===== src/rtl/risc_ctrl_pkg.sv =====
// Shared definitions for the RISC control path: phase encoding, opcodes and
// the opcode-class encoding latched by the instruction sequencer.
package risc_ctrl_pkg;

    typedef enum logic [2:0] {
        PhFetch  = 3'd0,
        PhDecode = 3'd1,
        PhExec   = 3'd2,
        PhMem    = 3'd3,
        PhWb     = 3'd4,
        PhTrap   = 3'd5
    } phase_e;

    typedef enum logic [2:0] {
        ClsOther   = 3'd0,
        ClsLoad    = 3'd1,
        ClsStore   = 3'd2,
        ClsMul     = 3'd3,
        ClsDiv     = 3'd4,
        ClsIllegal = 3'd5
    } op_cls_e;

    localparam logic [5:0] OP_LD   = 6'h18;
    localparam logic [5:0] OP_ST   = 6'h19;
    localparam logic [5:0] OP_JMP  = 6'h1B;
    localparam logic [5:0] OP_BEQ  = 6'h1D;
    localparam logic [5:0] OP_BNE  = 6'h1E;
    localparam logic [5:0] OP_LDR  = 6'h1F;
    localparam logic [5:0] OP_ADD  = 6'h20;
    localparam logic [5:0] OP_MUL  = 6'h22;
    localparam logic [5:0] OP_DIV  = 6'h23;
    localparam logic [5:0] OP_MULC = 6'h32;
    localparam logic [5:0] OP_DIVC = 6'h33;

    typedef struct packed {
        logic legal;
        logic is_load;
        logic is_store;
        logic is_mul;
        logic is_div;
    } op_info_t;

    // Collapse classifier flags into the single class the sequencer stores.
    function automatic op_cls_e op_class(op_info_t info);
        if (!info.legal)        return ClsIllegal;
        else if (info.is_load)  return ClsLoad;
        else if (info.is_store) return ClsStore;
        else if (info.is_mul)   return ClsMul;
        else if (info.is_div)   return ClsDiv;
        else                    return ClsOther;
    endfunction

endpackage


===== src/rtl/instr_seq_fsm_if.sv =====
// Sequencer <-> core handshake bundle: opcode/acks in, phase strobes and
// retired count out, plus a debug preload for the retired counter.
interface instr_seq_fsm_if;
    logic [5:0]  opcode;
    logic        imem_ack;
    logic        dmem_ack;
    logic        ret_load;
    logic [31:0] ret_value;

    logic        imem_req;
    logic        dmem_req;
    logic        ir_en;
    logic        pc_en;
    logic        werf_en;
    logic        wr_en;
    logic        trap;
    logic [2:0]  phase;
    logic [31:0] retired;

    modport master (
        input  opcode, imem_ack, dmem_ack, ret_load, ret_value,
        output imem_req, dmem_req, ir_en, pc_en, werf_en, wr_en, trap, phase, retired
    );

    modport slave (
        output opcode, imem_ack, dmem_ack, ret_load, ret_value,
        input  imem_req, dmem_req, ir_en, pc_en, werf_en, wr_en, trap, phase, retired
    );
endinterface


===== src/rtl/opcode_classifier.sv =====
// Combinational opcode decoder: legality plus load/store/mul/div flags.
// Also used by the control ROM consistency checks.
module opcode_classifier
    import risc_ctrl_pkg::*;
(
    input  logic [5:0] opcode,
    output op_info_t   info
);

    always_comb begin
        info = '0;
        case (opcode)
            OP_LD, OP_LDR: begin
                info.legal   = 1'b1;
                info.is_load = 1'b1;
            end
            OP_ST: begin
                info.legal    = 1'b1;
                info.is_store = 1'b1;
            end
            OP_JMP, OP_BEQ, OP_BNE: info.legal = 1'b1;
            OP_MUL, OP_MULC: begin
                info.legal  = 1'b1;
                info.is_mul = 1'b1;
            end
            OP_DIV, OP_DIVC: begin
                info.legal  = 1'b1;
                info.is_div = 1'b1;
            end
            // ALU blocks 0x20-0x2F / 0x30-0x3F: holes at x7, xB and xF.
            default: info.legal = opcode[5] && (opcode[2:0] != 3'b111) &&
                                  (opcode[3:0] != 4'hB);
        endcase
    end

endmodule


===== src/rtl/instr_seq_fsm.sv =====
// Multicycle instruction sequencer: FETCH/DECODE/EXEC/MEM/WB/TRAP phases,
// memory handshakes, multi-cycle MUL/DIV hold and phase-gated write strobes.
module instr_seq_fsm
    import risc_ctrl_pkg::*;
#(
    parameter int unsigned MUL_CYCLES = 4,
    parameter int unsigned DIV_CYCLES = 16
) (
    input  logic              clk,
    input  logic              rst,
    instr_seq_fsm_if.master   bus
);

    localparam logic [15:0] MulLat = 16'(MUL_CYCLES);
    localparam logic [15:0] DivLat = 16'(DIV_CYCLES);

    phase_e      state_q, state_d;
    op_cls_e     cls_q, cls_d;
    logic [15:0] cnt_q, cnt_d;
    logic [31:0] retired_q, retired_d;
    op_info_t    info;

    logic imem_req, dmem_req, ir_en, pc_en, werf_en, wr_en, trap;

    opcode_classifier u_classifier (
        .opcode (bus.opcode),
        .info   (info)
    );

    always_ff @(posedge clk or posedge rst) begin
        if (rst) begin
            state_q   <= PhFetch;
            cls_q     <= ClsOther;
            cnt_q     <= '0;
            retired_q <= '0;
        end else begin
            state_q   <= state_d;
            cls_q     <= cls_d;
            cnt_q     <= cnt_d;
            retired_q <= retired_d;
        end
    end

    always_comb begin
        state_d  = state_q;
        cls_d    = cls_q;
        cnt_d    = cnt_q;
        imem_req = 1'b0;
        dmem_req = 1'b0;
        ir_en    = 1'b0;
        pc_en    = 1'b0;
        werf_en  = 1'b0;
        wr_en    = 1'b0;
        trap     = 1'b0;
        case (state_q)
            PhFetch: begin
                imem_req = 1'b1;
                if (bus.imem_ack) begin
                    ir_en   = 1'b1;
                    state_d = PhDecode;
                end
            end
            PhDecode: begin
                cls_d = op_class(info);
                case (cls_d)
                    ClsMul:  cnt_d = MulLat;
                    ClsDiv:  cnt_d = DivLat;
                    default: cnt_d = 16'd1;
                endcase
                state_d = (cls_d == ClsIllegal) ? PhTrap : PhExec;
            end
            PhExec: begin
                if (cnt_q != 16'd0) cnt_d = cnt_q - 16'd1;
                if (cnt_q <= 16'd1) begin
                    state_d = (cls_q == ClsLoad || cls_q == ClsStore) ? PhMem : PhWb;
                end
            end
            PhMem: begin
                dmem_req = 1'b1;
                wr_en    = (cls_q == ClsStore);
                if (bus.dmem_ack) begin
                    if (cls_q == ClsStore) begin
                        pc_en   = 1'b1;
                        state_d = PhFetch;
                    end else begin
                        state_d = PhWb;
                    end
                end
            end
            PhWb: begin
                werf_en = 1'b1;
                pc_en   = 1'b1;
                state_d = PhFetch;
            end
            PhTrap: begin
                // XP save: the trap reuses the register-file write port.
                trap    = 1'b1;
                pc_en   = 1'b1;
                werf_en = 1'b1;
                state_d = PhFetch;
            end
            default: state_d = PhFetch;
        endcase
    end

    always_comb begin
        retired_d = retired_q;
        if (bus.ret_load) begin
            retired_d = bus.ret_value;
        end else if (pc_en) begin
            retired_d = retired_q + 32'd1;
        end
    end

    // Gate with reset so a mid-instruction reset kills strobes immediately.
    assign bus.imem_req = imem_req & ~rst;
    assign bus.dmem_req = dmem_req & ~rst;
    assign bus.ir_en    = ir_en    & ~rst;
    assign bus.pc_en    = pc_en    & ~rst;
    assign bus.werf_en  = werf_en  & ~rst;
    assign bus.wr_en    = wr_en    & ~rst;
    assign bus.trap     = trap     & ~rst;
    assign bus.phase    = rst ? 3'd0 : state_q;
    assign bus.retired  = retired_q;

endmodule


===== src/flat_wrapper.sv =====
// flat-port wrapper written by rule: the top's interface ports become plain ports
module instr_seq_fsm_flat import risc_ctrl_pkg::*;
#(
    parameter int unsigned MUL_CYCLES = 4,
    parameter int unsigned DIV_CYCLES = 16
)
  (clk, rst, bus_opcode, bus_imem_ack, bus_dmem_ack, bus_ret_load, bus_ret_value, bus_imem_req, bus_dmem_req, bus_ir_en, bus_pc_en, bus_werf_en, bus_wr_en, bus_trap, bus_phase, bus_retired);
  instr_seq_fsm_if bus_i ();
  input  logic clk;
  input  logic rst;
  input wire logic [$bits(bus_i.opcode)-1:0] bus_opcode;
  input wire logic [$bits(bus_i.imem_ack)-1:0] bus_imem_ack;
  input wire logic [$bits(bus_i.dmem_ack)-1:0] bus_dmem_ack;
  input wire logic [$bits(bus_i.ret_load)-1:0] bus_ret_load;
  input wire logic [$bits(bus_i.ret_value)-1:0] bus_ret_value;
  output wire logic [$bits(bus_i.imem_req)-1:0] bus_imem_req;
  output wire logic [$bits(bus_i.dmem_req)-1:0] bus_dmem_req;
  output wire logic [$bits(bus_i.ir_en)-1:0] bus_ir_en;
  output wire logic [$bits(bus_i.pc_en)-1:0] bus_pc_en;
  output wire logic [$bits(bus_i.werf_en)-1:0] bus_werf_en;
  output wire logic [$bits(bus_i.wr_en)-1:0] bus_wr_en;
  output wire logic [$bits(bus_i.trap)-1:0] bus_trap;
  output wire logic [$bits(bus_i.phase)-1:0] bus_phase;
  output wire logic [$bits(bus_i.retired)-1:0] bus_retired;
  assign bus_i.opcode = bus_opcode;
  assign bus_i.imem_ack = bus_imem_ack;
  assign bus_i.dmem_ack = bus_dmem_ack;
  assign bus_i.ret_load = bus_ret_load;
  assign bus_i.ret_value = bus_ret_value;
  assign bus_imem_req = bus_i.imem_req;
  assign bus_dmem_req = bus_i.dmem_req;
  assign bus_ir_en = bus_i.ir_en;
  assign bus_pc_en = bus_i.pc_en;
  assign bus_werf_en = bus_i.werf_en;
  assign bus_wr_en = bus_i.wr_en;
  assign bus_trap = bus_i.trap;
  assign bus_phase = bus_i.phase;
  assign bus_retired = bus_i.retired;
  instr_seq_fsm #(.MUL_CYCLES(MUL_CYCLES), .DIV_CYCLES(DIV_CYCLES)) u_core (.clk(clk), .rst(rst), .bus(bus_i));
endmodule

===== config.mk =====
export PLATFORM = sky130hd
export DESIGN_NAME = instr_seq_fsm_flat
export DESIGN_NICKNAME = d
export VERILOG_FILES = /design/src/rtl/risc_ctrl_pkg.sv /design/src/rtl/instr_seq_fsm_if.sv /design/src/rtl/opcode_classifier.sv /design/src/rtl/instr_seq_fsm.sv /design/src/flat_wrapper.sv
export SDC_FILE = /design/constraint.sdc
export NUM_CORES = 1
export LEC_CHECK = 0
export ABC_AREA = 1
export BUFFER_PORTS_ARGS = -buffer_cell sky130_fd_sc_hd__buf_2
export CORE_MARGIN = 8
export CORE_UTILIZATION = 56
export DETAILED_ROUTE_END_ITERATION = 7
export HOLD_SLACK_MARGIN = 0.02
export MAX_ROUTING_LAYER = met4
export PLACE_DENSITY_LB_ADDON = 0.08
export SLEW_MARGIN = 20
export SYNTH_ARGS = -nofsm -noshare
export SYNTH_HDL_FRONTEND = slang
export SYNTH_SLANG_ARGS = --single-unit

===== constraint.sdc =====
create_clock -name clk -period 2.4 [get_ports clk]
set_input_delay 0.24 -clock clk [delete_from_list [all_inputs] [get_ports clk]]
set_output_delay 0.24 -clock clk [all_outputs]
set_load 0.02 [all_outputs]

* Word-level counts from Yosys, hierarchy flattened *
Cells that the tools add are included.

word-level totals
  register bits = 54
  latch bits = 0
  bits in writable memories = 0
  bits in read-only memories = 0
  input bits = 43
  output and inout port bits = 42
  word-level logic and storage cells = 89
  memories kept = 0

operators by class
  $add $sub $neg = 2
  multiply operators = 0
  divide/modulo/power cells = 0
  order comparisons = 1
  eq/ne operators = 26
  shift operators = 0
  multiplexer cells = 34
  bitwise logic cells = 8
  reduce and logical (&&, ||, !) cells = 14

operators by type and width
  kind                     count
  $mux W32                 2
  $mux W3                  13
  $eq A6 B5 Y1 const B     6
  $add A32 B1 Y32 const B  1
  $pmux W16 S2             1
  $eq A6 B6 Y1 const B     4
  $le A16 B1 Y1 const B    1
  $mux W16                 1
  $reduce_bool A16 Y1      1
  $sub A16 B1 Y16 const B  1
  $mux W1                  14
  $eq A3 B2 Y1 const B     4
  $eq A3 B3 Y1 const B     4
  $pmux W3 S4              1
  $pmux W5 S2              1
  $reduce_or A10 Y1        1
  $reduce_or A2 Y1         4
  $and A1 B1 Y1            7
  $eq A3 B1 Y1 const B     2
  $ne A2 B1 Y1 const B     2
  $ne A2 B2 Y1 const B     2
  $ne A4 B4 Y1 const B     1
  $reduce_bool A2 Y1       2
  $logic_not A3 Y1         1
  other kinds (7)          8

* Logic depth before layout (Yosys ltp) *
Gate-level depths: netlist (run 1).

  depth after elaboration = 12
  gate-level depth with buffers = 11
  depth with buffers taken out = 11

* Hierarchy *
Synthesis (run 1) repeated with hierarchy kept, for this count alone.

second synthesis, totals
  cell total of the unflattened synthesis = 698
  area, all modules = 4,192.8 sq um

modules (own cells, without submodules)
  module             instances  cells an instance  area an instance (sq um)  seq. area each (sq um)
  instr_seq_fsm      1          672                4,077.7                   1,351.3
  opcode_classifier  1          26                 115.1                     0.0

* Worst setup path after synthesis (run 1) *
Ideal clock, no wire load.

  path type = reg-to-reg
  from = register u_core.retired_q[0], in the netlist u_core.bus.retired[0]
  to = register u_core.retired_q[26], in the netlist u_core.bus.retired[26]
  library setup time = 116 ps
  arrival = 1,500 ps
  required time = 2,284 ps
  slack = 784 ps
  stages on the path, launching flop included = 10
  path buffers = 0
  clock period less this slack = 1,616 ps
  path through = dfrtp_1 > ha_1 > nand2_1 > inv_1 > nand2_1 > nor2_1 > nand2_1 > xor2_1 > nand2_1 > nand2_1

between the ends
  longest elaborated chain between the ends = 3

ends and longest elaborated chain
  item                    RTL line              text
  from (decl)             instr_seq_fsm.sv:20   logic [31:0] retired_q, retired_d;
  from (signal assigned)  instr_seq_fsm.sv:40   retired_q <= retired_d;
  $add A32 B1 Y32         instr_seq_fsm.sv:111  retired_d = retired_q + 32'd1;
  $mux W32                instr_seq_fsm.sv:110  end else if (pc_en) begin
  $mux W32                instr_seq_fsm.sv:108  if (bus.ret_load) begin

No other way between the ends. The select of a mux whose other input is x is not followed.
A chain may end at the register's enable or synchronous reset.

* Final worst setup path (run 1) *
  from = register u_core.cnt_q[0]
  to = register u_core.cnt_q[12]

between the ends
  longest elaborated chain between the ends = 3
  elaborated cells between the ends (all ways) = 6
  those cells by class = add/sub: 1; eq/ne: 1; mux: 2; reduce/logical: 2

ends and longest elaborated chain
  item                                                    RTL line             text
  from (decl)                                             instr_seq_fsm.sv:19  logic [15:0] cnt_q, cnt_d;
  from (signal assigned)                                  instr_seq_fsm.sv:39  cnt_q <= cnt_d;
  $sub A16 B1 Y16 or $reduce_bool A16 Y1 (tied branches)  instr_seq_fsm.sv:73  if (cnt_q != 16'd0) cnt_d = cnt_q - 16'd1;
  $mux W16 or $ne A2 B1 Y1 (tied branches)                n/a
  $pmux W16 S2 or $reduce_and A2 Y1 (tied branches)       n/a

Parallel ways exist; a longest one is shown, timed or not. The select of a mux whose other input is x is not followed.

==> flow_summary.toml, run 1 <==
[clocking]
post_cts_resize_count = 0
cts_buffers = 5
clock_tree.root_cell = "sky130_fd_sc_hd__clkbuf_8"
clkSlewWorstSetupHoldPaths_ns = 0.11
post_cts_hold_buffer_count = 0
post_cts.repair.setup_buffers = 0
htree_levels = 2
cts_tree = "done"
cts-root-to-sink-buffers = 2
clock_sinks = 54
clk-insertion-delay-late_ns = 0.32

[worst_setup_path]
timing.critical_path.from_type = "flop"
endpoint_of_the_worst_slack_reg_to_reg_timing_path = "u_core.cnt_q[12]"
worstSetupPathType = "reg -> reg"
r2r-start = "u_core.cnt_q[0]"
cp_data_arrival_time_ns = 2.21
crit_path_required_time_ns = 2.60
timing.critical_path.fanout_max = 22
worst-r2r-setup-slack_ns = 0.39
critPathCaptureType = "flop"
rr_worst_depth = 9

[synthesis]
synth.cell_area_mm2 = 0.00400
synth_area_leader_cell = "sky130_fd_sc_hd__dfrtp_1"
post_synth_xor_area_fraction_pct = 3.72
ys_top_cells_by_area = "sky130_fd_sc_hd__dfrtp_1, sky130_fd_sc_hd__nand2_1, sky130_fd_sc_hd__nor2_1"
yosys_warnings = 0
synthAdderAreaFrac_pct = 0.939
synth_top_area_share_pct = 33.8
postSynthAreaPerCell_um2 = 6.24
synth_seq_cells = 54
synth-simple-area-share_pct = 46.2
yosys.cell_types.count = 32
muxShareOfSynthArea_pct = 0.250
number_of_instances_in_the_synthesized_netlist = 641
synth_top_family_by_area = "simple AND/OR/NAND/NOR gates"
postSynthNetCount = 687
synth_compound_area_share_pct = 5.41
synth_seq_area_share_pct = 33.8

[sta]
worstMarginPinSlew_ns = 0.704
fin_hold_ws_ns = 0.129
setup_viol = 0
timing_hold_violations_final = 0
setup_total_negative_slack_ns = 0
post_route_minimum_period_ns = 2.01
slew_viol_final = 0
clock-skew-final_ns = 0.0157
tightest_slew_margin_relative_to_the_limit_pct = 53.0
fin_crit_share_pct = 83.8
unrepaired_setup_endpoints_after_global_routing = "no"
timing.fmax_mhz = 497

[layout]
drive_above_1_share_pct = 15.6
mostFrequentLayoutCell = "sky130_fd_sc_hd__nand2_1"
antenna_cells_inserted = 0
p_r_area_growth_vs_syn_pct = 15.4
non_filler_cells_final = 823
layout_common_cells = "sky130_fd_sc_hd__nand2_1, sky130_fd_sc_hd__nor2_1, sky130_fd_sc_hd__buf_2"
finish.instance_area_mm2 = 0.00461
finish.net_count = 769
finish.utilization_pct = 65.0

[routing]
routed_wire_length_per_instance_um = 12.7
vias = 4179
postRouteWirelength_mm = 10.5
detail_route.drc_violations = 0
dr.first_iter.drc_count = 144
route.detailed.vias_per_inst = 5.08
drt_pass1_iterations = 5
drt.antenna.violating_nets = 0

[die]
placement_rows = 31
starting_density_of_the_core_pct = 56.3
floorplan.die.width_um = 101
placeable_core_region_mm2 = 0.00710
ioPinCount = 85
chipHeight_um = 101
dieArea_mm2 = 0.0101

[pwr]
worst_ir_drop_vdd_mv = 0.751
leakage_nw = 2.49
power_density_mw_per_mm2 = 996

[min_path]
hp-class = "in -> reg"
min_from = "bus_ret_value[12]"
hold-path-cell-count = 3
worstHoldEndpoint = "u_core.bus.retired[12]"

[flow_run]
timing.max_cap.violations = 0

[placement]
number_of_i_o_port_buffers = 84
place_hpwl_mm = 8.14
place_inst = 815
routabilityCongestion = 0.920
detailed_place.area_mm2 = 0.00447

[grt]
globalRouteTotalUtil_pct = 22.0
global_route_wire_length_before_repair_mm = 17.7
grt.met2_usage_pct = 39.8
global_route.usage.met1_pct = 24.3
pin_count_of_the_biggest_net_entering_global_routing = 55
grt_pass1_vias = 4018
globalRoute.totalOverflow = 0
grt.busiest_layer = "met2"
antenna_found_initial = 0
gr-usage-met3_pct = 3.31

[status]
result_of_the_run = "finished, final reports clean"
-- worst max-delay path by stage --
| stage | startpoint | cells after the start | end |
|---|---|---|---|
| 6_report | u_core.cnt_q[0] | 9 | u_core.cnt_q[12] |
| 5_1_grt | u_core.cnt_q[0] | 10 | u_core.cnt_q[10] |
| 2_1_floorplan | rst | 2 | u_core.bus.retired[0] |
| 3_5_place_dp | u_core.cnt_q[0] | 9 | u_core.cnt_q[14] |
| 3_3_place_gp | u_core.cnt_q[0] | 9 | u_core.cnt_q[12] |
| 4_1_cts | u_core.cnt_q[0] | 9 | u_core.cnt_q[12] |
-- cell type report --
class,instances,area (um^2)
fillers,697,2480
multi-input cells,500,2260
flip-flops and latches,54,1350
repair buffers,88,450
inverters,74,283
well taps,99,124
clock buffers,6,82.6
clock inverters,2,60.1
-- flip-flops by register name (all words and copies together) (netlist names) --
name and count:
u_core.bus.retired 32, u_core.cls_q 3, u_core.cnt_q 16, u_core.state_q 3
-- cells by family (layout without fill, tap and decap cells) --
| family | after synthesis | in the layout |
|---|---|---|
| buf+inv | 87 | 170 |
| compound gates | 37 | 37 |
| flops | 54 | 54 |
| xor+xnor | 17 | 17 |
| simple gates | 442 | 442 |
| mux | 1 | 1 |
| fa+ha+maj | 3 | 3 |
-- worst max-delay path, cell delays in order, from the launching register on --
cell                      delay (ns)
sky130_fd_sc_hd__dfrtp_1        0.42
sky130_fd_sc_hd__inv_1          0.14
sky130_fd_sc_hd__ha_1           0.25
sky130_fd_sc_hd__nand2_1        0.12
sky130_fd_sc_hd__nor2_1         0.16
sky130_fd_sc_hd__nand2_1        0.12
sky130_fd_sc_hd__nand2_1        0.09
sky130_fd_sc_hd__nand2_2        0.22
sky130_fd_sc_hd__inv_1          0.25
sky130_fd_sc_hd__o21ai_0        0.12
-- cell usage after synthesis --
cell and instances:
sky130_fd_sc_hd__xor2_1 11, sky130_fd_sc_hd__nand3_2 1, sky130_fd_sc_hd__ha_1 3, sky130_fd_sc_hd__inv_1 70, sky130_fd_sc_hd__o211ai_1 7, sky130_fd_sc_hd__inv_2 3, sky130_fd_sc_hd__buf_2 1, sky130_fd_sc_hd__a21o_1 3
sky130_fd_sc_hd__clkinv_4 1, sky130_fd_sc_hd__nor3_1 12, sky130_fd_sc_hd__o21ai_1 4, sky130_fd_sc_hd__buf_6 7, sky130_fd_sc_hd__a31oi_1 1, sky130_fd_sc_hd__nand3b_1 9, sky130_fd_sc_hd__a21oi_1 4, sky130_fd_sc_hd__o21ai_0 16
sky130_fd_sc_hd__nand2_2 2, sky130_fd_sc_hd__nand3_1 42, sky130_fd_sc_hd__or2_2 2, sky130_fd_sc_hd__nor2_1 91, sky130_fd_sc_hd__nand4_1 10, sky130_fd_sc_hd__nand2_1 266, sky130_fd_sc_hd__nand2_4 2, sky130_fd_sc_hd__clkbuf_1 5
sky130_fd_sc_hd__nor2_4 2, sky130_fd_sc_hd__nor3_4 1, sky130_fd_sc_hd__mux2i_1 1, sky130_fd_sc_hd__xnor2_1 6, sky130_fd_sc_hd__nor2_2 2, sky130_fd_sc_hd__dfrtp_1 54, sky130_fd_sc_hd__o2111ai_1 1, sky130_fd_sc_hd__o22ai_1 1
-- through the flow --
stage          setup slack, ns  power (mW)
2_1_floorplan            0.634        3.30
3_3_place_gp             0.546        3.77
3_5_place_dp             0.430        3.84
4_1_cts                  0.416        4.62
5_1_grt                  0.189        5.00
6_report                 0.389        4.59
-- report_power, final --
part / internal [mW] / switching, mW / leakage, nW
sequential: 1.17 / 0.350 / 0.684
clock: 0.445 / 0.314 / 0.0714
combinational: 0.792 / 1.53 / 1.73
total: 2.40 / 2.19 / 2.49
-- metal layers --
metal	wire length [um]	vias up
met5	0	-
met4	203	0
met3	516	18
met2	5390	90
met1	4340	1912
li1	-	2159
Power figures use the tool's default switching activity.
==> run 2: changes to the inputs <==
Settings changed: CORE_UTILIZATION 56 to 50.
Clock period 2.4 ns to 1.8 ns, I/O delays scaled along.
==> flow_summary.toml, run 2 (synthesized netlist as in run 1, its figures left out) <==
[worst_setup_path]
endpoint_of_the_worst_slack_reg_to_reg_timing_path = "u_core.bus.retired[26]"
timing.critical_path.slowest_cell_delay_ns = 0.46
critPathCaptureType = "output port"
worst_path_max_delay_cell = "sky130_fd_sc_hd__dfrtp_2"
rr_worst_depth = 9
cp.buffers_inverters = 3
crit_path_required_time_ns = 1.62
timing.critical_path.from_type = "flop"
r2r-start = "u_core.bus.retired[0]"
timing.critical_path.fanout_max = 4
cp_top_family = "flip-flops"
worstSetupPathType = "reg -> out"
worst-r2r-setup-slack_ns = 0.16
worst_setup_path_startpoint = "u_core.state_q[2]"
cp_data_arrival_time_ns = 1.47
timing.critical_path.cells = "inv_2 > nand2_2 > nor2_2 > inv_1 > nor3_1 > buf_2"
crit_cells = 6

[pwr]
pwr-share-clk_pct = 12.0
switching_power_mw = 3.04
leakage_nw = 2.53
power_density_mw_per_mm2 = 1310
power_mw = 6.21
power_report.internal_total_mw = 3.17
power_frac_seq_pct = 32.6
power.share.combinational_pct = 55.3
worst_ir_drop_vdd_mv = 0.951
sw_frac_of_total_pct = 49.0

[sta]
timing.fmax_mhz = 606
post_route_minimum_period_ns = 1.65
tightest_slew_margin_relative_to_the_limit_pct = 70.1
fin_crit_share_pct = 91.6
worstMarginPinSlew_ns = 0.447
setup_viol = 0
postLayoutSetupSlackWorst_ns = 0.151
timing_hold_violations_final = 0
slew_viol_final = 0
clock-skew-final_ns = 0.0111

[layout]
ff_latch_area_mm2 = 0.00136
finish.net_count = 780
antenna_cells_inserted = 0
layout_common_cells = "sky130_fd_sc_hd__nand2_1, sky130_fd_sc_hd__nor2_1, sky130_fd_sc_hd__buf_2"
non_filler_cells_final = 837
mostFrequentLayoutCell = "sky130_fd_sc_hd__nand2_1"
largest_register_ffs = 32
multiInputGateArea_mm2 = 0.00232
drive_above_1_share_pct = 18.5
p_r_area_growth_vs_syn_pct = 18.4
fill_cells = 772

[grt]
globalRouteTotalUtil_pct = 20.2
antenna_found_initial = 0
pin_count_of_the_biggest_net_entering_global_routing = 55
grt_pass1_vias = 4219
globalRoute.totalOverflow = 0
global_route_wire_length_before_repair_mm = 18.6

[flow_run]
timing.max_cap.violations = 0

[min_path]
hold-path-cell-count = 3
hp-class = "in -> reg"
worstHoldEndpoint = "u_core.bus.retired[11]"
min_from = "bus_ret_value[11]"

[placement]
place_inst = 825
number_of_i_o_port_buffers = 84
routabilityCongestion = 0.985
pre_cts_ws_ns = -0.00471
place_hpwl_mm = 8.30

[clocking]
cts_buffers = 5
clock_tree.root_cell = "sky130_fd_sc_hd__clkbuf_8"
clkSlewWorstSetupHoldPaths_ns = 0.10
clk-insertion-delay-late_ns = 0.32
clock_sinks = 54
htree_levels = 2
cts_tree = "done"
cts-root-to-sink-buffers = 2

[die]
dieArea_mm2 = 0.0111
placement_rows = 32
placeable_core_region_mm2 = 0.00773
floorplan.die.width_um = 105
starting_density_of_the_core_pct = 51.7
chipHeight_um = 105
ioPinCount = 85

[routing]
drt.antenna.violating_nets = 0
postRouteWirelength_mm = 10.8
route.detailed.vias_per_inst = 5.06
drt_pass1_iterations = 4
vias = 4237
routed_wire_length_per_instance_um = 12.9
detail_route.drc_violations = 0
dr.first_iter.drc_count = 144

[status]
result_of_the_run = "finished, final reports clean"
-- run 2: cell count changes in the layout (fill, tap and decap cells not counted), sizes merged --
cell | before | now
buf | 88 | 97
bufinv | 2 | 0
clkinv | 1 | 2
clkinvlp | 0 | 1
dlygate4sd3 | 0 | 1
nor2 | 95 | 96
-- run 2: worst reg2reg max path: stages, from the launching register on --
cell	delay, ns
sky130_fd_sc_hd__dfrtp_2	0.44
sky130_fd_sc_hd__ha_1	0.20
sky130_fd_sc_hd__nand2_1	0.07
sky130_fd_sc_hd__inv_1	0.08
sky130_fd_sc_hd__nand2_1	0.20
sky130_fd_sc_hd__nor2_4	0.21
sky130_fd_sc_hd__nand2_1	0.10
sky130_fd_sc_hd__xor2_1	0.15
sky130_fd_sc_hd__nand2_1	0.06
sky130_fd_sc_hd__nand2_1	0.05
-- run 2: cell type report --
cell class              instances  area share, %
repair buffers                 98           11.7
clock inverters                 2          0.264
inverters                      74           5.97
flip-flops and latches         54           28.6
clock buffers                   6           1.74
multi-input cells             501           49.0
well taps                     102           2.69
-- run 2: metrics by stage --
stage	utilization (%)	hold slack, ns	area (um^2)	setup TNS, ns
6_report	61.3	0.0731	4740	0
5_1_grt	61.3	0.0857	4740	-0.00438
4_1_cts	60.4	0.0719	4670	0
3_5_place_dp	58.9	0.351	4550	-0.00471
3_3_place_gp	58.9	0.351	4550	-0.00478
2_1_floorplan	-	0.313	4000	0
-- run 2: how the worst max path moves through the flow --
| stage | endpoint | slack, ns |
|---|---|---|
| detailed placement | u_core.bus.retired[26] | -0.005 |
| global placement | u_core.bus.retired[26] | -0.005 |
| CTS | u_core.bus.retired[22] | 0.009 |
| global route | u_core.cnt_q[5] | -0.004 |
| finish | bus_wr_en | 0.15 |
| floorplan | u_core.bus.retired[0] | 0.09 |
-- run 2: power groups by stage --
| stage | sequential [mW] | combinational (mW) | clock, mW |
|---|---|---|---|
| 3_5_place_dp | 2.02 | 3.33 | 0 |
| 2_1_floorplan | 2.12 | 2.28 | 0 |
| 5_1_grt | 2.09 | 3.91 | 0.791 |
| 6_report | 2.03 | 3.44 | 0.747 |
| 3_3_place_gp | 2.01 | 3.24 | 0 |
| 4_1_cts | 2.00 | 3.36 | 0.759 |
-- run 2: timing repair --
item | 4_1_cts | 5_1_grt
buffers inserted | 0 | 2
setup endpoints to repair | 3 | 35
hold buffers | 1 | 0
pin swaps | 1 | 1
gates cloned | 1 | 0
hold endpoints to repair | 54 | 0
gates resized for setup | 1 | 16
-- run 2: routing by layer --
| layer | track usage (%) | vias up | wire [um] |
|---|---|---|---|
| met3 | 3.41 | 23 | 511 |
| met1 | 21.9 | 1946 | 4500 |
| met2 | 36.4 | 94 | 5520 |
| li1 | - | 2174 | - |
| met4 | 7.03 | 0 | 271 |
| met5 | - | - | 0 |
==> run 3: changes to the inputs <==
Settings changed: CELL_PAD_IN_SITES_DETAIL_PLACEMENT set to 2, CELL_PAD_IN_SITES_GLOBAL_PLACEMENT set to 2, CORE_UTILIZATION 50 to 26, HOLD_SLACK_MARGIN 0.02 to unset.
==> flow_summary.toml, run 3 (synthesized netlist as in run 1, its figures left out) <==
[clocking]
htree_levels = 2
clock_sinks = 54
cts-root-to-sink-buffers = 2
clkSlewWorstSetupHoldPaths_ns = 0.08
clk-insertion-delay-late_ns = 0.31
cts_buffers = 5
cts_tree = "done"
clock_tree.root_cell = "sky130_fd_sc_hd__clkbuf_16"

[sta]
timing_hold_violations_final = 0
slew_viol_final = 0
post_route_minimum_period_ns = 1.73
fin_hold_ws_ns = 0.0872
fin_crit_share_pct = 95.9
setup_viol = 0
tightest_slew_margin_relative_to_the_limit_pct = 72.5
unrepaired_setup_endpoints_after_global_routing = "yes"
worstMarginPinSlew_ns = 0.412
timing.fmax_mhz = 579
clock-skew-final_ns = 0.00562

[placement]
routabilityCongestion = 0.815
place_hpwl_mm = 12.2
place_inst = 929
number_of_i_o_port_buffers = 84

[layout]
non_filler_cells_final = 940
mostFrequentLayoutCell = "sky130_fd_sc_hd__nand2_1"
antenna_cells_inserted = 0
largest_register_ffs = 32
finish.net_count = 797
drive_above_1_share_pct = 21.0
layout_common_cells = "sky130_fd_sc_hd__nand2_1, sky130_fd_sc_hd__buf_2, sky130_fd_sc_hd__nor2_1"
p_r_area_growth_vs_syn_pct = 27.1

[status]
result_of_the_run = "finished, final reports clean"

[grt]
globalRoute.totalOverflow = 0
global_route_wire_length_before_repair_mm = 25.9
globalRouteTotalUtil_pct = 16.7
antenna_found_initial = 0
pin_count_of_the_biggest_net_entering_global_routing = 31
grt_pass1_vias = 5140

[die]
starting_density_of_the_core_pct = 26.5
chipHeight_um = 140
dieArea_mm2 = 0.0196
placeable_core_region_mm2 = 0.0151
floorplan.die.width_um = 140
ioPinCount = 85
placement_rows = 45

[min_path]
hp-class = "in -> reg"
worstHoldEndpoint = "u_core.bus.retired[9]"
hold-path-cell-count = 3
min_from = "bus_ret_value[9]"

[worst_setup_path]
cp_data_arrival_time_ns = 1.55
r2r-start = "u_core.bus.retired[4]"
timing.critical_path.cells = "inv_2 > nand2_2 > nor2_2 > nand3_2 > a21oi_1 > buf_2"
worstSetupPathType = "reg -> out"
worst_path_max_delay_cell = "sky130_fd_sc_hd__dfrtp_1"
rr_worst_depth = 8
crit_path_required_time_ns = 1.62
timing.critical_path.slowest_cell_delay_ns = 0.45
timing.critical_path.fanout_max = 4
timing.critical_path.from_type = "flop"
critPathCaptureType = "output port"
endpoint_of_the_worst_slack_reg_to_reg_timing_path = "u_core.bus.retired[24]"
worst-r2r-setup-slack_ns = 0.14
worst_setup_path_startpoint = "u_core.state_q[2]"

[routing]
drt_pass1_iterations = 4
detail_route.drc_violations = 0
drt.antenna.violating_nets = 0
route.detailed.vias_per_inst = 4.72
dr.first_iter.drc_count = 96
routed_wire_length_per_instance_um = 16.2
postRouteWirelength_mm = 15.3
vias = 4435

[pwr]
sw_frac_of_total_pct = 47.1
leakage_nw = 2.66
power_density_mw_per_mm2 = 1420
pwr-share-clk_pct = 18.7
power_frac_seq_pct = 27.6
switching_power_mw = 3.39
power.share.combinational_pct = 53.7
worst_ir_drop_vdd_mv = 0.512
power_report.internal_total_mw = 3.81

[flow_run]
timing.max_cap.violations = 0
run 3: routing by layer:
metal	share of wire, %	GRT usage (%)	vias up
met1	42	17.7	2166
li1	-	-	2215
met2	54	32.0	46
met5	0	-	-
met4	0.97	3.94	0
met3	2.7	2.48	8
run 3: per-stage QoR:
step           setup TNS (ns)  power [mW]  area (um^2)  utilization (%)  setup slack (ns)
2_1_floorplan               0        4.40         4000                -            0.0937
3_3_place_gp          -0.0241        5.60         4770             31.6           -0.0213
3_5_place_dp           -0.550        5.80         4770             31.6           -0.0945
4_1_cts                     0        7.25         5000             33.1          0.000877
5_1_grt               -0.0327        7.87         5080             33.7           -0.0327
6_report                    0        7.20         5080             33.7            0.0741
run 3: layout make-up:
cell class | count | area, um^2
fillers | 1870 | 10000
multi-input cells | 501 | 2340
flip-flops and latches | 54 | 1350
repair buffers | 115 | 668
inverters | 74 | 283
well taps | 188 | 235
clock buffers | 6 | 139
clock inverters | 2 | 60.1
run 3: how the worst max path moves through the flow:
stage          depth (start not counted)                     end
2_1_floorplan                          2   u_core.bus.retired[0]
3_3_place_gp                           9  u_core.bus.retired[26]
3_5_place_dp                           9        u_core.cnt_q[14]
4_1_cts                                9  u_core.bus.retired[31]
5_1_grt                                9  u_core.bus.retired[27]
6_report                               6               bus_pc_en
run 3: power by group through the flow:
stage          Combinational [mW]  Sequential [mW]  Clock (mW)
2_1_floorplan                2.28             2.12           0
3_3_place_gp                 3.62             1.98           0
3_5_place_dp                 3.80             2.00           0
4_1_cts                      3.86             1.98        1.40
5_1_grt                      4.39             2.05        1.43
6_report                     3.87             1.99        1.35
run 3: what timing repair did:
| action | in CTS | in global routing |
|---|---|---|
| hold buffers | 1 | 0 |
| setup buffers | 0 | 1 |
| resized for setup | 4 | 19 |
| setup endpoints to repair | 23 | 38 |
| gates cloned | 1 | 0 |
| hold endpoints to repair | 3 | 0 |
| pin swaps | 1 | 2 |
run 3: worst max-delay path: cells and delay by family (launching register included):
kind	cells	cell delay, ns
DFF	1	0.45
and+or+nand+nor	3	0.32
buffers and inverters	2	0.30
AOI/OAI and AO/OA	1	0.17
